===== src/rtl/midi_rx_framer.sv =====
`timescale 1ns/1ps
// midi_rx_framer
// MIDI input front end: 2-FF synchroniser, 8N1 UART receiver, running-status
// message framer with optional channel filter, and an output message FIFO.
//
// Build option: define MIDI_RX_SYSEX_EN to forward system-exclusive traffic
// (F0, each enclosed data byte as {F0,b,len1}, F7). Without it sysex is dropped.
//
// Ports
//   CLOCK_25      in   system clock, all logic on posedge
//   reset         in   synchronous, active-high
//   midi_rxd      in   raw serial input, idle high, asynchronous
//   ch_filter_en  in   1: drop channel messages whose channel != midi_ch
//   midi_ch       in   channel matched when filtering
//   msg_valid     out  FIFO head holds a message
//   msg_ready     in   consumer accepts head when msg_valid && msg_ready
//   msg_status    out  status byte of head message
//   msg_data1     out  first data byte (0 if msg_len < 1)
//   msg_data2     out  second data byte (0 if msg_len < 2)
//   msg_len       out  number of data bytes, 0..2
//   framing_err   out  1-cycle pulse, stop bit sampled low
//   overflow_err  out  1-cycle pulse, message dropped because FIFO full
//   rx_busy       out  receiver not idle
//
// RX states
//   S_IDLE  | waiting for a falling edge on the synchronised line
//   S_START | half-bit wait, then confirm start bit (high = glitch)
//   S_DATA  | sampling 8 data bits, LSB first
//   S_STOP  | sampling the stop bit
module midi_rx_framer #(
    parameter int CLK_HZ     = 25000000,
    parameter int BAUD       = 31250,
    parameter int FIFO_DEPTH = 16
) (
    input  logic       CLOCK_25,
    input  logic       reset,
    input  logic       midi_rxd,
    input  logic       ch_filter_en,
    input  logic [3:0] midi_ch,
    output logic       msg_valid,
    input  logic       msg_ready,
    output logic [7:0] msg_status,
    output logic [6:0] msg_data1,
    output logic [6:0] msg_data2,
    output logic [1:0] msg_len,
    output logic       framing_err,
    output logic       overflow_err,
    output logic       rx_busy
);

    localparam int DIV  = CLK_HZ / BAUD;
    localparam int HALF = DIV / 2;
    localparam int TW   = $clog2(DIV);
    localparam int PW   = $clog2(FIFO_DEPTH);

    localparam logic [1:0] S_IDLE  = 2'd0;
    localparam logic [1:0] S_START = 2'd1;
    localparam logic [1:0] S_DATA  = 2'd2;
    localparam logic [1:0] S_STOP  = 2'd3;

    // sync_q[1:0] is the synchroniser, sync_q[2] the previous synced value
    logic [2:0]    sync_q;
    logic          rxd_s;
    logic          rxd_fall;
    logic [1:0]    state;
    logic [TW-1:0] timer;
    logic [2:0]    bit_cnt;
    logic [7:0]    shreg;
    logic          byte_stb;
    logic [7:0]    byte_q;

    assign rxd_s    = sync_q[1];
    assign rxd_fall = sync_q[2] & ~sync_q[1];
    assign rx_busy  = (state != S_IDLE);

    always_ff @(posedge CLOCK_25) begin
        if (reset) sync_q <= 3'b111;
        else       sync_q <= {sync_q[1:0], midi_rxd};
    end

    always_ff @(posedge CLOCK_25) begin
        if (reset) begin
            state       <= S_IDLE;
            timer       <= '0;
            bit_cnt     <= '0;
            shreg       <= '0;
            byte_stb    <= 1'b0;
            byte_q      <= '0;
            framing_err <= 1'b0;
        end else begin
            byte_stb    <= 1'b0;
            framing_err <= 1'b0;
            case (state)
                S_IDLE: begin
                    if (rxd_fall) begin
                        state <= S_START;
                        timer <= TW'(HALF - 1);
                    end
                end
                S_START: begin
                    if (timer == '0) begin
                        if (!rxd_s) begin
                            state   <= S_DATA;
                            timer   <= TW'(DIV - 1);
                            bit_cnt <= '0;
                        end else begin
                            state <= S_IDLE;
                        end
                    end else begin
                        timer <= timer - TW'(1);
                    end
                end
                S_DATA: begin
                    if (timer == '0) begin
                        shreg <= {rxd_s, shreg[7:1]};
                        timer <= TW'(DIV - 1);
                        if (bit_cnt == 3'd7) state <= S_STOP;
                        else                 bit_cnt <= bit_cnt + 3'd1;
                    end else begin
                        timer <= timer - TW'(1);
                    end
                end
                default: begin
                    if (timer == '0) begin
                        state <= S_IDLE;
                        if (rxd_s) begin
                            byte_stb <= 1'b1;
                            byte_q   <= shreg;
                        end else begin
                            framing_err <= 1'b1;
                        end
                    end else begin
                        timer <= timer - TW'(1);
                    end
                end
            endcase
        end
    end

    // Framer: run_st == 0 means no running status, so data bytes are dropped
    logic [7:0] run_st, rs_n;
    logic       have_d1, have_d1_n;
    logic [6:0] d1_q, d1_n;
    logic       need2;
    logic       req, req_pass;
    logic [7:0] req_st;
    logic [6:0] req_d1, req_d2;
    logic [1:0] req_len;
    logic       push_q;
    logic [23:0] push_msg;
`ifdef MIDI_RX_SYSEX_EN
    logic       in_sysex, sx_n;
`endif

    assign need2 = !(run_st[7:4] == 4'hC || run_st[7:4] == 4'hD ||
                     run_st == 8'hF1 || run_st == 8'hF3);

    always_comb begin
        rs_n      = run_st;
        have_d1_n = have_d1;
        d1_n      = d1_q;
        req       = 1'b0;
        req_st    = '0;
        req_d1    = '0;
        req_d2    = '0;
        req_len   = '0;
`ifdef MIDI_RX_SYSEX_EN
        sx_n      = in_sysex;
`endif
        if (byte_stb) begin
            if (byte_q >= 8'hF8) begin
                // realtime interleaves anywhere without disturbing framing
                req    = 1'b1;
                req_st = byte_q;
            end else if (byte_q[7]) begin
`ifdef MIDI_RX_SYSEX_EN
                sx_n = 1'b0;
`endif
                case (byte_q)
                    8'hF0: begin
                        rs_n      = 8'h00;
                        have_d1_n = 1'b0;
`ifdef MIDI_RX_SYSEX_EN
                        sx_n   = 1'b1;
                        req    = 1'b1;
                        req_st = byte_q;
`endif
                    end
                    8'hF7: begin
`ifdef MIDI_RX_SYSEX_EN
                        rs_n      = 8'h00;
                        have_d1_n = 1'b0;
                        req       = 1'b1;
                        req_st    = byte_q;
`endif
                    end
                    8'hF4, 8'hF5: begin
                    end
                    8'hF6: begin
                        rs_n      = 8'h00;
                        have_d1_n = 1'b0;
                        req       = 1'b1;
                        req_st    = byte_q;
                    end
                    default: begin
                        rs_n      = byte_q;
                        have_d1_n = 1'b0;
                    end
                endcase
            end else begin
`ifdef MIDI_RX_SYSEX_EN
                if (in_sysex) begin
                    req     = 1'b1;
                    req_st  = 8'hF0;
                    req_d1  = byte_q[6:0];
                    req_len = 2'd1;
                end else
`endif
                if (run_st != 8'h00) begin
                    if (!have_d1 && !need2) begin
                        req     = 1'b1;
                        req_st  = run_st;
                        req_d1  = byte_q[6:0];
                        req_len = 2'd1;
                    end else if (!have_d1) begin
                        d1_n      = byte_q[6:0];
                        have_d1_n = 1'b1;
                    end else begin
                        req       = 1'b1;
                        req_st    = run_st;
                        req_d1    = d1_q;
                        req_d2    = byte_q[6:0];
                        req_len   = 2'd2;
                        have_d1_n = 1'b0;
                    end
                    // system common messages do not establish running status
                    if (req && run_st[7:4] == 4'hF) rs_n = 8'h00;
                end
            end
        end
    end

    assign req_pass = !(ch_filter_en && req_st[7] && req_st[7:4] != 4'hF &&
                        req_st[3:0] != midi_ch);

    always_ff @(posedge CLOCK_25) begin
        if (reset) begin
            run_st   <= '0;
            have_d1  <= 1'b0;
            d1_q     <= '0;
            push_q   <= 1'b0;
            push_msg <= '0;
`ifdef MIDI_RX_SYSEX_EN
            in_sysex <= 1'b0;
`endif
        end else begin
            run_st   <= rs_n;
            have_d1  <= have_d1_n;
            d1_q     <= d1_n;
            push_q   <= req && req_pass;
            push_msg <= {req_st, req_d1, req_d2, req_len};
`ifdef MIDI_RX_SYSEX_EN
            in_sysex <= sx_n;
`endif
        end
    end

    // Output FIFO, entry = {status, data1, data2, len}
    logic [23:0]   mem [FIFO_DEPTH];
    logic [PW-1:0] wr_ptr, rd_ptr;
    logic [PW:0]   count;
    logic          pop, full, wr_en;
    logic [23:0]   head;

    assign msg_valid = (count != '0);
    assign pop       = msg_valid && msg_ready;
    assign full      = (count == (PW+1)'(FIFO_DEPTH));
    assign wr_en     = push_q && (!full || pop);
    assign head      = mem[rd_ptr];

    assign msg_status = msg_valid ? head[23:16] : '0;
    assign msg_data1  = msg_valid ? head[15:9]  : '0;
    assign msg_data2  = msg_valid ? head[8:2]   : '0;
    assign msg_len    = msg_valid ? head[1:0]   : '0;

    always_ff @(posedge CLOCK_25) begin
        if (wr_en) mem[wr_ptr] <= push_msg;
    end

    always_ff @(posedge CLOCK_25) begin
        if (reset) begin
            wr_ptr       <= '0;
            rd_ptr       <= '0;
            count        <= '0;
            overflow_err <= 1'b0;
        end else begin
            overflow_err <= push_q && full && !pop;
            if (wr_en) wr_ptr <= wr_ptr + PW'(1);
            if (pop)   rd_ptr <= rd_ptr + PW'(1);
            if (wr_en && !pop)      count <= count + (PW+1)'(1);
            else if (!wr_en && pop) count <= count - (PW+1)'(1);
        end
    end

endmodule


===== config.mk =====
export PLATFORM = sky130hd
export DESIGN_NAME = midi_rx_framer
export DESIGN_NICKNAME = d
export VERILOG_FILES = /design/src/rtl/midi_rx_framer.sv
export SDC_FILE = /design/constraint.sdc
export NUM_CORES = 1
export LEC_CHECK = 0
export BUFFER_PORTS_ARGS = -buffer_cell sky130_fd_sc_hd__buf_4
export CAP_MARGIN = 20
export CORE_ASPECT_RATIO = 1.4
export CORE_MARGIN = 3
export CORE_UTILIZATION = 50
export CTS_CLUSTER_SIZE = 40
export DETAILED_ROUTE_END_ITERATION = 7
export GPL_TIMING_DRIVEN = 0
export PLACE_DENSITY = 0.66
export SYNTH_ARGS = -nofsm -noshare
export SYNTH_HDL_FRONTEND = slang
export SYNTH_SLANG_ARGS = --single-unit

===== constraint.sdc =====
create_clock -name CLOCK_25 -period 4.09 [get_ports CLOCK_25]
set_clock_uncertainty 0.05 [all_clocks]
set_input_delay 0.409 -clock CLOCK_25 [delete_from_list [all_inputs] [get_ports CLOCK_25]]
set_output_delay 0.409 -clock CLOCK_25 [all_outputs]
set_load 0.02 [all_outputs]

=== After elaboration in Yosys (flattened, before gate mapping) ===
Memories as Yosys holds them, arrays and structs flattened. A register that Yosys moved wholly into a read port is not among the register bits.
Index checks and enable logic that the tools add are counted.
Widths: inputs -> output; s select.

* Reduce and logical (&&, ||, !) cells: 46
* $add $sub $neg: 6
* Bitwise operators: 10
* Multiplexer cells: 61
* Eq/ne operators: 26
* Magnitude comparators: 1

{| class="wikitable"
|+ Operators by type and width
! operator !! count
|-
| $mux 8 || 11
|-
| $eq 8x8->1 const B || 7
|-
| $mux 10 || 5
|-
| $pmux 10 s3 || 1
|-
| $mux 7 || 4
|-
| $mux 1 || 21
|-
| $reduce_and 5->1 || 4
|-
| $mux 2 || 8
|-
| $ne 2x2->1 const B || 8
|-
| $pmux 8 s2 || 1
|-
| $eq 4x4->1 const B || 3
|-
| $logic_and 1x1->1 || 12
|-
| $mux 3 || 4
|-
| $reduce_bool 2->1 || 6
|-
| $logic_not 10->1 || 1
|-
| $mux 5 || 2
|-
| $reduce_or 5->1 || 2
|-
| $sub 10x1->10 const B || 1
|-
| $not 1->1 || 9
|-
| $add 4x1->4 const B || 2
|-
| $ge 8x8->1 const B || 1
|-
| $mux 4 || 2
|-
| $reduce_bool 8->1 || 1
|-
| $reduce_or 7->1 || 1
|-
| 24 further kinds || 33
|}

* Logic and storage cells: 171
* Bits of input ports: 9
* RAM bits: 384
* Bits in registers: 91
* Output and inout port bits: 28
* Memories: 1

{| class="wikitable"
|+ Memory list
! memory !! words !! bits a word !! read ports !! clocked after Yosys merged registers in !! wr ports !! RTL line !! source
|-
| mem || 16 || 24 || 1 || 1 || 1 || 269 || <nowiki>logic [23:0] mem [FIFO_DEPTH];</nowiki>
|}

=== Logic depth before layout (Yosys ltp) ===
Gate-level depths: netlist of the first run.

* Depth after elaboration: 15
* Gate-level depth with buffers: 13
* Depth with buffers taken out: 13

=== Worst setup path before layout of the first run ===
OpenSTA, ideal clock, no wires.

* Kind: reg2reg
* Start: reg count[0]
* End: reg count[4]
* Setup slack: 1.303 ns
* Period minus slack after synthesis: 2.787 ns
* Library setup time: 0.128 ns
* Arrival: 2.609 ns
* Buffers on the path: 0
* Required time: 3.912 ns
* Stages on the path, launching flop included: 14
* Cell sequence: dfxtp_1 > nor4_1 > nand3b_1 > nand2_1 > clkinv_1 > ha_1 > inv_1 > ha_1 > nor2b_1 > o21a_1 > or3_1 > a21oi_1 > xnor2_1 > nor2_1

* Longest elaborated chain between the ends: 7
* Elaborated cells on any way between the ends: 15
* Classes of those cells: add/sub (2); eq/ne (1); mux (2); reduce/logical (10)

{| class="wikitable"
|+ Ends and longest elaborated chain
! what !! RTL line !! source
|-
| start, declared || 271 || <nowiki>logic [PW:0] count;</nowiki>
|-
| start signal, assigned || 300 || <nowiki>if (wr_en && !pop) count <= count + (PW+1)'(1);</nowiki>
|-
| start signal, assigned || 301 || <nowiki>else if (!wr_en && pop) count <= count - (PW+1)'(1);</nowiki>
|-
| $eq 5x5->1 or $reduce_bool 5->1 (tied branches) || 277, 275 ||
|-
| $logic_not 1->1 or $logic_and 1x1->1 (tied branches) || 278, 276 ||
|-
| $logic_or 1x1->1 * || 278 || <nowiki>assign wr_en = push_q && (!full || pop);</nowiki>
|-
| $logic_and 1x1->1 * || 278 ||
|-
| net wr_en || 272 || <nowiki>logic pop, full, wr_en;</nowiki>
|-
| $logic_not 1->1 || 301 ||
|-
| $logic_and 1x1->1 || 301 ||
|-
| $reduce_bool 2->1 (no line) || n/a ||
|}

The timed path passes the listed nets; every way through them passes the cells marked *. The select of a mux whose other input is x is not followed.
A chain may end at the register's enable or synchronous reset.

==> results of run 1 <==
==> layout by cell type, fill, tap and decap left out, drive strengths merged, types with 2 or more instances in the layout <==
cell type	synthesis	layout
nor3	8	8
dfxtp	95	95
nand3	19	19
clkinv	1	20
or4	3	3
a22oi	7	7
a22o	7	7
buf	15	59
edfxtp	384	384
inv	14	15
mux4	120	120
nor2b	6	6
o21a	6	6
nand4	6	6
and3	4	4
a21oi	44	44
or2	3	3
o211ai	3	3
nand2b	6	6
clkbuf	39	91
a21o	3	3
o31ai	2	2
a2111oi	2	2
a311oi	2	2
or3	7	7
nand2	37	37
clkinvlp	0	2
nor4	3	3
and2	51	51
bufinv	0	6
o21ai	15	15
nor3b	3	3
mux2i	16	16
xnor2	7	7
nor2	57	57
ha	17	17
xor2	7	7
==> cells in the mapped netlist, types with 2 or more instances <==
| library cell | count |
|---|---|
| sky130_fd_sc_hd__o211ai_1 | 3 |
| sky130_fd_sc_hd__nor3b_1 | 3 |
| sky130_fd_sc_hd__a21oi_1 | 43 |
| sky130_fd_sc_hd__nand4_1 | 6 |
| sky130_fd_sc_hd__mux4_2 | 120 |
| sky130_fd_sc_hd__xor2_1 | 7 |
| sky130_fd_sc_hd__xnor2_1 | 7 |
| sky130_fd_sc_hd__clkbuf_1 | 38 |
| sky130_fd_sc_hd__nor4_1 | 3 |
| sky130_fd_sc_hd__nor2_1 | 57 |
| sky130_fd_sc_hd__a21o_1 | 3 |
| sky130_fd_sc_hd__a311oi_1 | 2 |
| sky130_fd_sc_hd__and2_1 | 51 |
| sky130_fd_sc_hd__buf_4 | 3 |
| sky130_fd_sc_hd__o21a_1 | 6 |
| sky130_fd_sc_hd__ha_1 | 17 |
| sky130_fd_sc_hd__edfxtp_1 | 384 |
| sky130_fd_sc_hd__dfxtp_1 | 95 |
| sky130_fd_sc_hd__inv_1 | 14 |
| sky130_fd_sc_hd__nand3_1 | 18 |
| sky130_fd_sc_hd__or4_1 | 3 |
| sky130_fd_sc_hd__a22o_1 | 7 |
| sky130_fd_sc_hd__o21ai_1 | 3 |
| sky130_fd_sc_hd__and3_1 | 4 |
| sky130_fd_sc_hd__buf_2 | 6 |
| sky130_fd_sc_hd__buf_1 | 5 |
| sky130_fd_sc_hd__nor2b_1 | 6 |
| sky130_fd_sc_hd__nand2b_1 | 6 |
| sky130_fd_sc_hd__or2_2 | 3 |
| sky130_fd_sc_hd__o31ai_1 | 2 |
| sky130_fd_sc_hd__a22oi_1 | 7 |
| sky130_fd_sc_hd__or3_1 | 6 |
| sky130_fd_sc_hd__mux2i_1 | 16 |
| sky130_fd_sc_hd__o21ai_0 | 11 |
| sky130_fd_sc_hd__nor3_1 | 7 |
| sky130_fd_sc_hd__nand2_1 | 37 |
==> what timing repair did <==
| item | in CTS | in global routing |
|---|---|---|
| gates resized for setup | 5 | 0 |
| setup buffers | 0 | 0 |
| endpoints found under the setup margin | 24 | 0 |
| hold buffers | 1 | 0 |
| endpoints found under the hold margin | 1 | 0 |
==> layout make-up <==
type / instances / area (sq um) / share of cell area
sequential: 479 / 13400 / 0.632
multi-input combinational: 488 / 5060 / 0.238
clock buffer: 52 / 1140 / 0.0537
tap: 467 / 584 / 0.0275
timing repair buffer: 46 / 425 / 0.0200
clock inverter: 28 / 304 / 0.0143
buffer: 54 / 241 / 0.0114
inverter: 15 / 56.3 / 0.00265
==> power breakdown <==
group          switching [uW]  leakage [uW]  internal, uW
sequential               75.7       0.00352          5270
combinational            1780       0.00172          1300
clock                    1750      0.000706          2380
total                    3610       0.00595          8950
==> flip-flops by register name, summed over array words and instances, names as in the netlist, 5 cells and up, named ones only <==
signal,flops
count,5
run_st,8
byte_q,8
shreg,8
mem,384
d1_q,7
timer,10
push_msg,24
==> cell families (layout without fill, tap and decap cells) <==
kind of cell	count (synthesis)	in the layout	share of synthesized area
and+or+nand+nor	220	220	0.0620
DFF	479	479	0.716
buffers and inverters	69	195	0.0153
AOI/OAI and AO/OA	100	100	0.0353
adders and majority gates	18	18	0.0124
xor gates and xnor gates	14	14	0.00653
muxes	136	136	0.153
==> worst max-delay path: stages (launching register included) <==
cell and delay (ps):
sky130_fd_sc_hd__dfxtp_1 310, sky130_fd_sc_hd__clkbuf_1 250, sky130_fd_sc_hd__clkbuf_1 560, sky130_fd_sc_hd__clkdlybuf4s15_2 570, sky130_fd_sc_hd__mux4_2 380, sky130_fd_sc_hd__mux4_2 510
sky130_fd_sc_hd__and2_1 170, sky130_fd_sc_hd__buf_4 150
==> per-layer routing <==
metal	part of all wire	wire length, microns	global-route usage
met1	0.37	15400	0.263
met2	0.54	22400	0.380
met4	0.026	1090	0.0613
met3	0.055	2250	0.0341
met5	0	0	0
==> metrics by stage <==
step / hold slack (ps) / setup WS (ps) / cell area [sq um]
after floorplan: 339 / 1300 / 18800
after global placement: 342 / 477 / 19600
after detailed placement: 347 / 488 / 19700
after CTS: 35.9 / 158 / 21200
after global routing: 68.4 / 81.4 / 21300
final: 66.0 / 186 / 21300
==> worst max path at each step <==
stage                     startpoint                     to  slack, ps  cells after the start
2_1_floorplan  count[0]$_SDFFE_PP0P_  count[4]$_SDFFE_PP0P_       1300                     13
3_3_place_gp                register           msg_data1[5]        480                      7
3_5_place_dp                register          msg_status[0]        490                      7
4_1_cts                     register           msg_data2[4]        160                      7
5_1_grt                     register           msg_data2[5]         80                      7
6_report                    register           msg_data2[4]        190                      7
==> out/qor.yml, run 1 <==
status: "complete, no violations"
fillCellCount: 2723
hold_viol: 0
synth_seq_area_share: 0.716
drt_first_iter_violations: 699
layout.core_utilization: 0.576
min_delay_worst_endpoint: "sync_q[2]$_SDFF_PP1_"
floorplan.core_area_sq_mm: 0.0369
die_w_microns: 170
globalRouteOverflowTotal: 0
num_vias: 9657
worst-endpoint-required_ps: 3630
instances_no_fill: 1629
report.final.slew_viol_count: 0
power_density_mw_per_mm2: 591
setup_tns_ps: 0
period_minus_slack_ps: 3900
grt_start_max_net_pins: 25
via_count_of_the_first_global_routing_pass: 10100
drt-wirelength-per-cell_microns: 25.3
critical_path.reg2reg.endpoint: "count[4]$_SDFFE_PP0P_"
clock_sink_count: 479
r2r_setup_slack_ps: 680
die_area_sq_mm: 0.0399
setup-violations-final: 0
synth_nets: 1063
drive_gt1_frac: 0.238
final_net_count: 1154
grt_first_pass_wirelength_microns: 62300
viasPerCell: 5.93
synth_cell_types: 63
ys_ff_latch: 479
clock_tree_from_tritoncts: "done"
critical_path_class: "reg2out"
cp-end-kind: "primary output"
synth_largest_area_cell: "sky130_fd_sc_hd__edfxtp_1"
largest_fanout_on_the_critical_path: 10
synth.top_cell.area_share: 0.615
synth-edff-count: 384
dieHeight_microns: 235
clock_tree.buffer_depth: 3
r2r_start: "count[0]$_SDFFE_PP0P_"
synth.avg_cell_area_sq_um: 18.1
post_synth_inst_count: 1036
slew-limit-headroom: 0.358
detail_route.wirelength_microns: 41200
area_delta_synth_final_pct: 13.2
synthesis.area_sq_mm: 0.0188
irDropWorstVdd_mv: 0.481
numCtsBuffers: 43
dpl.hpwl_microns: 24700
cap_violations: 0
ant_nets: 0
timing.hold.worst.start: "reset"
hold-path-cell-count: 2
port_buffers: 36
number_of_placement_rows: 83
first_pass_iters: 5
post_synth_main_area_contributors: "sky130_fd_sc_hd__edfxtp_1, sky130_fd_sc_hd__mux4_2, sky130_fd_sc_hd__dfxtp_1, sky130_fd_sc_hd__and2_1, sky130_fd_sc_hd__a21oi_1"
initial_antenna_violation_count: 0
io_pins: 37
p_leak_uw: 0.00595
number_of_h_tree_levels: 2
share_of_the_clock_period_used_by_the_worst_path: 0.954
synth_ff_type: "sky130_fd_sc_hd__edfxtp_1"
clk_latency_ps: 560
insertedDiodeCount: 0
worst_ep_arrival_ps: 3440
starting_density_of_the_core: 0.509
hold_class: "in2reg"
global_route.usage.total: 0.211
startpoint_type: "register"
drc: 0
worstRegToRegCells: 13
cts.clk_slew.worst_paths_ps: 60
rsz0062_at_grt: "false"
globalplace.congestion: 0.840
tightest_slew_ps: 963
power.total_uw: 12600
cts.root.buffer_cell: "sky130_fd_sc_hd__clkbuf_16"
async_reset_ff_frac: 0
dpl.cell_count: 1543
achievable-frequency_mhz: 256
synthesis.yosys.warnings: 0
Note: power is estimated with default switching activity, not from simulation.
==> run 2: changes to the inputs <==
Settings changed: RECOVER_POWER set to 100.
==> run 2 against run 1 <==
Compared with the run above: the run now ends with max-capacitance violations, max-slew violations left; power decreased by 1.1%; global-route usage unchanged; clock power about the same; routed wire length is essentially flat; combinational power is 4% lower; maximum frequency fell by 0.14%; critical path depth unchanged; design area shrank 0.83%; register-to-register slack worse by 120 ps.
==> out/qor.yml, run 2 (synthesis gave the netlist of run 1 again) <==
status: "finished with violations"  # was complete, no violations
violations: "max-capacitance violations, max-slew violations"
period_minus_slack_ps: 3910  # was 3900 ps
p_leak_uw: 0.00584  # was 0.00595 uW
clk_latency_ps: 550  # was 560 ps
final_net_count: 1154  # unchanged
drt_first_iter_violations: 722  # was 699
area_delta_synth_final_pct: 12.3  # was 13.2%
instances_no_fill: 1629  # unchanged
dieHeight_microns: 235  # unchanged
slew-limit-headroom: -0.688  # was 0.358
largest_register_ffs: 384  # unchanged
number_of_h_tree_levels: 2  # unchanged
drt-wirelength-per-cell_microns: 25.3  # about the same
viasPerCell: 5.93  # about the same
numCtsBuffers: 43  # unchanged
grt_first_pass_wirelength_microns: 62300  # unchanged
clock_tree.buffer_depth: 3  # unchanged
starting_density_of_the_core: 0.509  # unchanged
report.final.slew_viol_count: 367  # was 0
clock_tree_from_tritoncts: "done"  # unchanged
grt_start_max_net_pins: 25  # unchanged
drt-met1-wl_microns: 15700  # was 15400 microns
route.top_layer_used: "met4"  # unchanged
irDropWorstVdd_mv: 0.455  # was 0.481 mV
power_density_mw_per_mm2: 589  # was 591 mW/mm^2
die_w_microns: 170  # unchanged
met2WireLength_microns: 22500  # was 22400 microns
largestRegisters: "mem x384, push_msg x24, timer x10"  # unchanged
fillCellCount: 2760  # was 2723
worstPathCellList: "clkbuf_1 -> clkbuf_1 -> clkdlybuf4s15_2 -> mux4_2 -> mux4_2 -> and2_0 -> buf_4"  # was clkbuf_1 -> clkbuf_1 -> clkdlybuf4s15_2 -> mux4_2 -> mux4_2 -> and2_1 -> buf_4
met3_wirelength_microns: 2000  # was 2250 microns
drc: 0  # unchanged
globalplace.congestion: 0.840  # unchanged
detail_route.wirelength_microns: 41200  # about the same
insertedDiodeCount: 0  # unchanged
cp-end-kind: "primary output"  # unchanged
rsz0062_at_grt: "false"  # unchanged
crit_path_max_incr_delay_ps: 580  # was 570 ps
layout.cells.most_common: "sky130_fd_sc_hd__edfxtp_1"  # unchanged
floorplan.core_area_sq_mm: 0.0369  # unchanged
hold_viol: 0  # unchanged
setup_tns_ps: 0  # unchanged
via_count_of_the_first_global_routing_pass: 10100  # unchanged
layout_common_cells: "sky130_fd_sc_hd__edfxtp_1, sky130_fd_sc_hd__mux4_2, sky130_fd_sc_hd__dfxtp_1"  # unchanged
worst-endpoint-required_ps: 3630  # about the same
setup-violations-final: 0  # unchanged
global_route.usage.total: 0.211  # unchanged
globalRouteOverflowTotal: 0  # unchanged
postCtsSetupRepairBufs: 0  # unchanged
cap_violations: 15  # was 0
ant_nets: 0  # unchanged
max_flop_register: "mem"  # unchanged
number_of_placement_rows: 83  # unchanged
worst_ep_arrival_ps: 3450  # was 3440 ps
standard_cell_with_the_maximum_stage_delay_on_the_critical_path: "sky130_fd_sc_hd__clkdlybuf4s15_2"  # unchanged
critical_path_class: "reg2out"  # unchanged
dpl.cell_count: 1543  # unchanged
num_vias: 9656  # was 9657
cts.clk_slew.worst_paths_ps: 70  # was 60 ps
achievable-frequency_mhz: 256  # about the same
clock_sink_count: 479  # unchanged
initial_antenna_violation_count: 0  # unchanged
largest_fanout_on_the_critical_path: 10  # unchanged
cts.root.buffer_cell: "sky130_fd_sc_hd__clkbuf_16"  # unchanged
drive_gt1_frac: 0.204  # was 0.238
first_pass_iters: 5  # unchanged
die_area_sq_mm: 0.0399  # unchanged
dpl.hpwl_microns: 24700  # unchanged
tightest_slew_ps: 2530  # was 963 ps
share_of_the_clock_period_used_by_the_worst_path: 0.956  # was 0.954
port_buffers: 36  # unchanged
startpoint_type: "register"  # unchanged
hold_class: "in2reg"  # unchanged
io_pins: 37  # unchanged
## run 2: changes by cell type in the layout (fill, tap and decap cells not counted), sizes merged
cell	previous run	this run
buf	59	40
clkbuf	91	110
## run 2: path summary, 6_finish.rpt
check             slack [ps]             startpoint                 endpoint  cells after the start
setup reg to reg         560  count[0]$_SDFFE_PP0P_     mem[6][22]$_DFFE_PP_                      7
hold reg to reg          360   sync_q[0]$_SDFF_PP1_     sync_q[1]$_SDFF_PP1_                      1
setup / recovery         180               register             msg_data2[4]                      7
hold / removal           160              msg_ready  overflow_err$_SDFF_PP0_                      3
## run 2: repair_timing
| item | CTS | global route |
|---|---|---|
| resized for setup | 5 | 0 |
| endpoints found under the hold margin | 1 | 0 |
| endpoints found under the setup margin | 24 | 0 |
| hold buffers | 1 | 0 |
## run 2: critical path: cells and delay by family (launching register included)
kind	cells	cell delay, ps
AND/OR/NAND/NOR	1	170
flip-flops	1	310
multiplexers	2	890
buffers and inverters	4	1540
## run 2: report_power, final
part           leakage, uW  switching (uW)  internal [uW]
Sequential         0.00352            73.7           5270
Clock             0.000706            1740           2380
Combinational      0.00161            1760           1200
Total              0.00584            3570           8840
## run 2: per-stage QoR
stage / utilization / hold slack (ps) / setup WS [ps] / power, uW / area [sq um]
2_1_floorplan: - / 339 / 1300 / 7430 / 18800
5_1_grt: 0.572 / 158 / 41.8 / 12900 / 21100
6_report: 0.572 / 160 / 181 / 12400 / 21100
4_1_cts: 0.574 / 35.9 / 158 / 12700 / 21200
3_3_place_gp: 0.532 / 342 / 477 / 8510 / 19600
3_5_place_dp: 0.535 / 347 / 488 / 8560 / 19700
## run 2: cell type report
class,count,area [sq um],area share
sequential,479,13400,0.637
multi-input combinational,488,4980,0.236
clock buffer,52,1140,0.0541
tap,467,584,0.0277
timing repair buffer,46,347,0.0164
clock inverter,28,304,0.0144
buffer,54,230,0.0109
inverter,15,56.3,0.00267
## run 2: layer usage
layer,vias to the layer above,global-route usage
li1,4284,-
met1,5043,0.263
met2,261,0.380
met3,68,0.0341
met4,0,0.0613
met5,-,0
